$ cat src/rtl/regfile_sb_pkg.sv
// Shared configuration for the register file slice: widths, x0 index and FSM state type.
package regfile_sb_pkg;

    localparam int unsigned XlenDefault = 32;
    localparam int unsigned RegAddrW    = 5;

    typedef logic [RegAddrW-1:0] reg_addr_t;

    localparam reg_addr_t RegX0 = '0;

    typedef enum logic {StClear, StRun} rf_state_e;

    // True for an architectural register that can hold state (not x0, inside the array).
    function automatic logic reg_valid(input reg_addr_t a, input int unsigned nregs);
        return (a != RegX0) && (32'(a) < nregs);
    endfunction

endpackage

$ cat src/rtl/regfile_sb_scoreboard.sv
// Per-register pending-write counters and the source-operand hazard compare.
module regs_scoreboard
    import regfile_sb_pkg::*;
#(
    parameter int unsigned NREGS        = 32,
    parameter int unsigned PASS_THROUGH = 1
) (
    input  logic      i_clk,
    input  logic      i_rst,
    input  logic      i_ce,
    input  logic      i_flush,
    input  logic      i_issue,
    input  reg_addr_t i_issue_rd,
    input  logic      i_we,
    input  reg_addr_t i_addr_wr,
    input  logic      i_hz_rs1,
    input  reg_addr_t i_addr_rs1,
    input  logic      i_hz_rs2,
    input  reg_addr_t i_addr_rs2,
    output logic      o_hz
);

    localparam int unsigned IdxW = $clog2(NREGS);

    logic [1:0] pend_q [NREGS];
    logic [1:0] pend_d [NREGS];
    logic       inc, dec;

    always_comb begin
        pend_d = pend_q;
        inc    = i_ce & i_issue & reg_valid(i_issue_rd, NREGS);
        dec    = i_ce & i_we & reg_valid(i_addr_wr, NREGS);
        if (i_flush) begin
            for (int i = 0; i < int'(NREGS); i++) begin
                pend_d[i] = '0;
            end
        end else if (!(inc && dec && (i_issue_rd == i_addr_wr))) begin
            if (inc && (pend_q[i_issue_rd[IdxW-1:0]] != 2'd3)) begin
                pend_d[i_issue_rd[IdxW-1:0]] = pend_q[i_issue_rd[IdxW-1:0]] + 2'd1;
            end
            if (dec && (pend_q[i_addr_wr[IdxW-1:0]] != 2'd0)) begin
                pend_d[i_addr_wr[IdxW-1:0]] = pend_q[i_addr_wr[IdxW-1:0]] - 2'd1;
            end
        end
    end

    always_ff @(posedge i_clk) begin
        if (i_rst) begin
            for (int i = 0; i < int'(NREGS); i++) begin
                pend_q[i] <= '0;
            end
        end else begin
            pend_q <= pend_d;
        end
    end

    // A single outstanding write landing this cycle is forwarded, so it need not stall.
    function automatic logic src_hz(input logic used, input reg_addr_t a, input logic [1:0] p,
                                    input logic we, input reg_addr_t wa);
        return used && (p != 2'd0) &&
               !((PASS_THROUGH != 0) && (p == 2'd1) && we && (wa == a));
    endfunction

    always_comb begin
        o_hz = src_hz(i_hz_rs1 & reg_valid(i_addr_rs1, NREGS),
                      i_addr_rs1, pend_q[i_addr_rs1[IdxW-1:0]], i_we, i_addr_wr) |
               src_hz(i_hz_rs2 & reg_valid(i_addr_rs2, NREGS),
                      i_addr_rs2, pend_q[i_addr_rs2[IdxW-1:0]], i_we, i_addr_wr);
    end

endmodule

$ cat src/rtl/regfile_sb.sv
// Register file with registered reads, write bypass, post-reset clear FSM and scoreboard.
module regfile_sb
    import regfile_sb_pkg::*;
#(
    parameter int unsigned XLEN           = XlenDefault,
    parameter int unsigned NREGS          = 32,
    parameter int unsigned PASS_THROUGH   = 1,
    parameter int unsigned CLEAR_ON_RESET = 1
) (
    input  logic            i_clk,
    input  logic            i_rst,
    input  logic            i_ce,
    input  reg_addr_t       i_addr_rd_a,
    input  reg_addr_t       i_addr_rd_b,
    input  logic            i_hz_rs1,
    input  logic            i_hz_rs2,
    input  logic            i_issue,
    input  reg_addr_t       i_issue_rd,
    input  logic            i_we,
    input  reg_addr_t       i_addr_wr,
    input  logic [XLEN-1:0] i_dat_wr,
    input  logic            i_flush,
    output logic [XLEN-1:0] o_dat_rd_a,
    output logic [XLEN-1:0] o_dat_rd_b,
    output logic            o_hz_data,
    output logic            o_ill_reg,
    output logic            o_init_busy
);

    localparam int unsigned    IdxW    = $clog2(NREGS);
    localparam logic [IdxW-1:0] LastIdx = IdxW'(NREGS - 1);

    rf_state_e       state_q;
    logic [IdxW-1:0] cnt_q;
    logic [XLEN-1:0] mem_q [NREGS];
    logic [XLEN-1:0] rd_a_q, rd_a_d, rd_b_q, rd_b_d;
    logic            wr_en, sb_hz;

    assign wr_en = i_ce & i_we & (state_q == StRun) & reg_valid(i_addr_wr, NREGS);

    function automatic logic [XLEN-1:0] read_port(input reg_addr_t a, input logic [XLEN-1:0] m,
                                                  input logic wen, input reg_addr_t wa,
                                                  input logic [XLEN-1:0] wd);
        if (!reg_valid(a, NREGS)) begin
            return '0;
        end
        if ((PASS_THROUGH != 0) && wen && (wa == a)) begin
            return wd;
        end
        return m;
    endfunction

    always_comb begin
        rd_a_d = rd_a_q;
        rd_b_d = rd_b_q;
        if (i_ce) begin
            rd_a_d = read_port(i_addr_rd_a, mem_q[i_addr_rd_a[IdxW-1:0]], wr_en, i_addr_wr,
                               i_dat_wr);
            rd_b_d = read_port(i_addr_rd_b, mem_q[i_addr_rd_b[IdxW-1:0]], wr_en, i_addr_wr,
                               i_dat_wr);
        end
    end

    always_ff @(posedge i_clk) begin
        if (i_rst) begin
            state_q <= (CLEAR_ON_RESET != 0) ? StClear : StRun;
            cnt_q   <= '0;
            rd_a_q  <= '0;
            rd_b_q  <= '0;
        end else begin
            rd_a_q <= rd_a_d;
            rd_b_q <= rd_b_d;
            if (state_q == StClear) begin
                cnt_q <= cnt_q + 1'b1;
                if (cnt_q == LastIdx) begin
                    state_q <= StRun;
                end
            end
        end
    end

    // The array itself is not reset; the clear FSM zeroes it one entry per cycle.
    always_ff @(posedge i_clk) begin
        if (!i_rst) begin
            if (state_q == StClear) begin
                mem_q[cnt_q] <= '0;
            end else if (wr_en) begin
                mem_q[i_addr_wr[IdxW-1:0]] <= i_dat_wr;
            end
        end
    end

    regs_scoreboard #(
        .NREGS        (NREGS),
        .PASS_THROUGH (PASS_THROUGH)
    ) u_sb (
        .i_clk      (i_clk),
        .i_rst      (i_rst),
        .i_ce       (i_ce),
        .i_flush    (i_flush),
        .i_issue    (i_issue),
        .i_issue_rd (i_issue_rd),
        .i_we       (i_we),
        .i_addr_wr  (i_addr_wr),
        .i_hz_rs1   (i_hz_rs1),
        .i_addr_rs1 (i_addr_rd_a),
        .i_hz_rs2   (i_hz_rs2),
        .i_addr_rs2 (i_addr_rd_b),
        .o_hz       (sb_hz)
    );

    assign o_dat_rd_a  = rd_a_q;
    assign o_dat_rd_b  = rd_b_q;
    assign o_init_busy = (state_q == StClear);
    assign o_hz_data   = o_init_busy | sb_hz;
    assign o_ill_reg   = (NREGS == 16) && ((i_hz_rs1 && i_addr_rd_a[RegAddrW-1]) ||
                                           (i_hz_rs2 && i_addr_rd_b[RegAddrW-1]) ||
                                           (i_issue && i_issue_rd[RegAddrW-1]));

endmodule

$ cat config.mk
export PLATFORM = sky130hd
export DESIGN_NAME = regfile_sb
export DESIGN_NICKNAME = d
export VERILOG_FILES = /design/src/rtl/regfile_sb_pkg.sv /design/src/rtl/regfile_sb_scoreboard.sv /design/src/rtl/regfile_sb.sv
export SDC_FILE = /design/constraint.sdc
export NUM_CORES = 2
export LEC_CHECK = 0
export ABC_AREA = 1
export CORE_ASPECT_RATIO = 2
export CORE_MARGIN = 5
export CORE_UTILIZATION = 52
export CTS_CLUSTER_SIZE = 24
export DETAILED_ROUTE_END_ITERATION = 7
export GPL_TIMING_DRIVEN = 1
export PLACE_DENSITY = 0.68
export REMOVE_ABC_BUFFERS = 1
export SYNTH_ARGS = -nofsm -noshare
export SYNTH_HDL_FRONTEND = slang
export SYNTH_SLANG_ARGS = --single-unit
$ cat constraint.sdc
create_clock -name i_clk -period 4.6 [get_ports i_clk]
set_clock_uncertainty 0.1 [all_clocks]
set_input_delay 0.69 -clock i_clk [delete_from_list [all_inputs] [get_ports i_clk]]
set_output_delay 0.69 -clock i_clk [all_outputs]
set_load 0.02 [all_outputs]
==> flow_summary.yaml <==
sta:
  finalSetupViolations: 0
  fmax_mhz: 251
  setup_tns_ps: 0
  slew_headroom_pct: 19.2
  slew_viol_final: 0
  fin_crit_ps: 3990
  hold_slack_ps: 333
  finalHoldViolCount: 0
  worstMarginPinSlew_ps: 1210
  rsz0062_at_grt: "false"
  fin_crit_sh_pct: 86.6
route:
  drc: 0
  routed_wl_um: 219000
  via_count: 54800
  drtIter0Drc: 7540
  drt-pass1-iter-count: 7
  via_per_inst: 6.11
  routedWlPerCell_um: 24.4
  ant_nets: 0
clocking:
  hold_buffers: 0
  cts_buffer_depth: 3
  cts_tree: "built"
  path_clk_slew_ps: 70
  cts_sinks: 1158
  cts-root-buf: "clkbuf_16"
  clkLatencyLatePin_ps: 740
  postCtsSetupBuffers: 0
  ctsHtreeMaxLevel: 3
  numCtsBuffers: 105
  cts_resized: 0
worst_setup_path:
  critical_path_class: "input port to output port"
  path_common_cell: "nand2_1"
  cpLargestDelayFamily: "buffers and inverters"
  slowest_delay_ps: 640
  endpoint_kind: "output port"
  start_kind: "input port"
  arrival_ps: 3200
  critical_path_buf_inv_count: 4
  slowest_stage: "clkdlybuf4s50_1"
  worstPathCellList: "clkdlybuf4s50_1, inv_1, buf_4, nand2_1, nand2_1, a21oi_1, nand4_1, nand2_1, nand2_1, nand2_1, nand2_1, nand3_1, nand3_1, clkdlybuf4s50_1"
  cp_data_required_time_ps: 3810
  crit_fanout: 12
power:
  p_leak_nw: 26.6
  total_power_w: 0.0231
  ir_drop_v: 0.000383
  powerDensity_nw_per_um2: 333
final_layout:
  fill_cells: 10600
  drive_gt1_share_pct: 7.38
  syn_to_final_growth_pct: 10.9
  nets: 7386
placed_design:
  hpwl_um: 121000
  gp_congestion: 0.954
  port-buffer-count: 125
floorplan:
  floorplan.die.width_um: 255
  chipHeight_um: 500
  core_um2: 120000
  initial_core_util_pct: 52.1
  dieArea_um2: 128000
  io_pins: 127
  fp-row-count: 180
logic_synthesis:
  synth_area_um2: 62500
  syn_inst: 7430
  yosysWarnings: 0
  synth_seq_area_share_pct: 53.5
  ys_types: 36
  syn_avg_cell_area_um2: 8.41
  yosys_register_bits: 1158
worst_hold_path:
  hold_path_class: "input port to register"
global_routing:
  grt-ovfl-total: 0
  grt_pass1_vias: 50500
  grt_pass1_wl_um: 321000
  grt.total_usage_pct: 33.2
  grt_antenna_before_repair: 3
  grt_max_degree: 233
run:
  maxCapViolations: 0
outcome:
  outcome: "complete, no violations"
==> power by group <==
group	switching, W	internal, W
sequential	0.0000490	0.0114
combinational	0.00166	0.000684
clock	0.00420	0.00510
total	0.00590	0.0172
==> kinds of logic after synthesis <==
family,synth area share (%)
compound gates,13.6
xor+xnor,0.112
fa+ha+maj,0.0801
buf+inv,9.03
flops,53.5
other cells,0.00600
simple gates,23.6
==> layer usage <==
metal / routed length, um / track usage, %
met5: 0 / 0
met4: 11100 / 14.4
met3: 25900 / 5.72
met2: 99100 / 52.0
met1: 82500 / 45.8
==> worst paths after layout <==
kind	to	slack (ps)	from	depth (start not counted)
setup / recovery	o_hz_data	610	i_addr_wr[1]	14
hold / removal	o_dat_rd_b[0]	330	i_rst	2
setup reg to reg	u_sb.pend_q[50]	1410	u_sb.pend_q[30]	19
hold reg to reg	o_dat_rd_a[17]	360	o_dat_rd_a[17]	2
==> area by class of cell <==
cell class                 instances  area, um2  share of cell area [%]
antenna                            1       2.50                 0.00361
clock buffer                     135       2880                    4.16
tap                             1547       1940                    2.79
timing repair buffer             324       3410                    4.92
multi-input combinational       4875      23700                    34.1
inverter                         858       3250                    4.70
clock inverter                    64        716                    1.03
sequential                      1158      33400                    48.3
==> placed cells by master (no fill, tap or decap), types with 114 or more instances in the layout <==
cell type        instances
dfxtp_1                134
o21ai_0                416
o211ai_1               615
clkdlybuf4s50_1        114
edfxtp_1              1024
nand3_1               1072
a21oi_1                323
inv_1                  835
nand2_1               1844
nor2_1                 396
buf_4                  152
==> Yosys cell counts <==
cell	instances	area (um2)
nand2_1	1844	6920
nand3_1	1072	5370
edfxtp_1	1024	30700
inv_1	839	3150
o211ai_1	615	4620
nor2_1	431	1620
o21ai_0	416	2080
a21oi_1	323	1620
clkbuf_1	248	931
buf_2	184	921
dfxtp_1	134	2680
or2_2	82	513
buf_1	74	278
buf_4	20	150
o22ai_1	19	119
nor3_1	17	85.1
inv_2	15	56.3
nand2_2	15	93.8
buf_6	10	113
nand4_1	10	62.6
xnor2_1	5	43.8
clkinv_1	4	15.0
ha_1	4	50.1
nor2_4	4	45.0
o21ai_2	4	35.0
o21ai_1	3	15.0
xor2_1	3	26.3
clkbuf_2	2	10.0
nand2_4	2	22.5
a221oi_1	1	8.76
a31oi_1	1	6.26
and3_1	1	6.26
buf_8	1	15.0
conb_1	1	3.75
nor2_8	1	20.0
nor3_4	1	16.3
==> through the flow <==
step	utilization (%)	worst slack [ps]	cell area (um2)	cells
after floorplan	-	-1820	60000	6891
after global placement	54.8	516	65700	8762
after detailed placement	54.8	470	65700	8762
after CTS	57.8	657	69300	8961
after global routing	57.8	390	69300	8961
final	57.8	614	69300	8962
==> registers in the layout, indices dropped and copies added, names as in the netlist <==
name and cells:
u_sb.pend_q 64, state_q 1, o_dat_rd_a 32, cnt_q 5
o_dat_rd_b 32, mem_q 1024
Note: power is estimated with default switching activity, not from simulation.
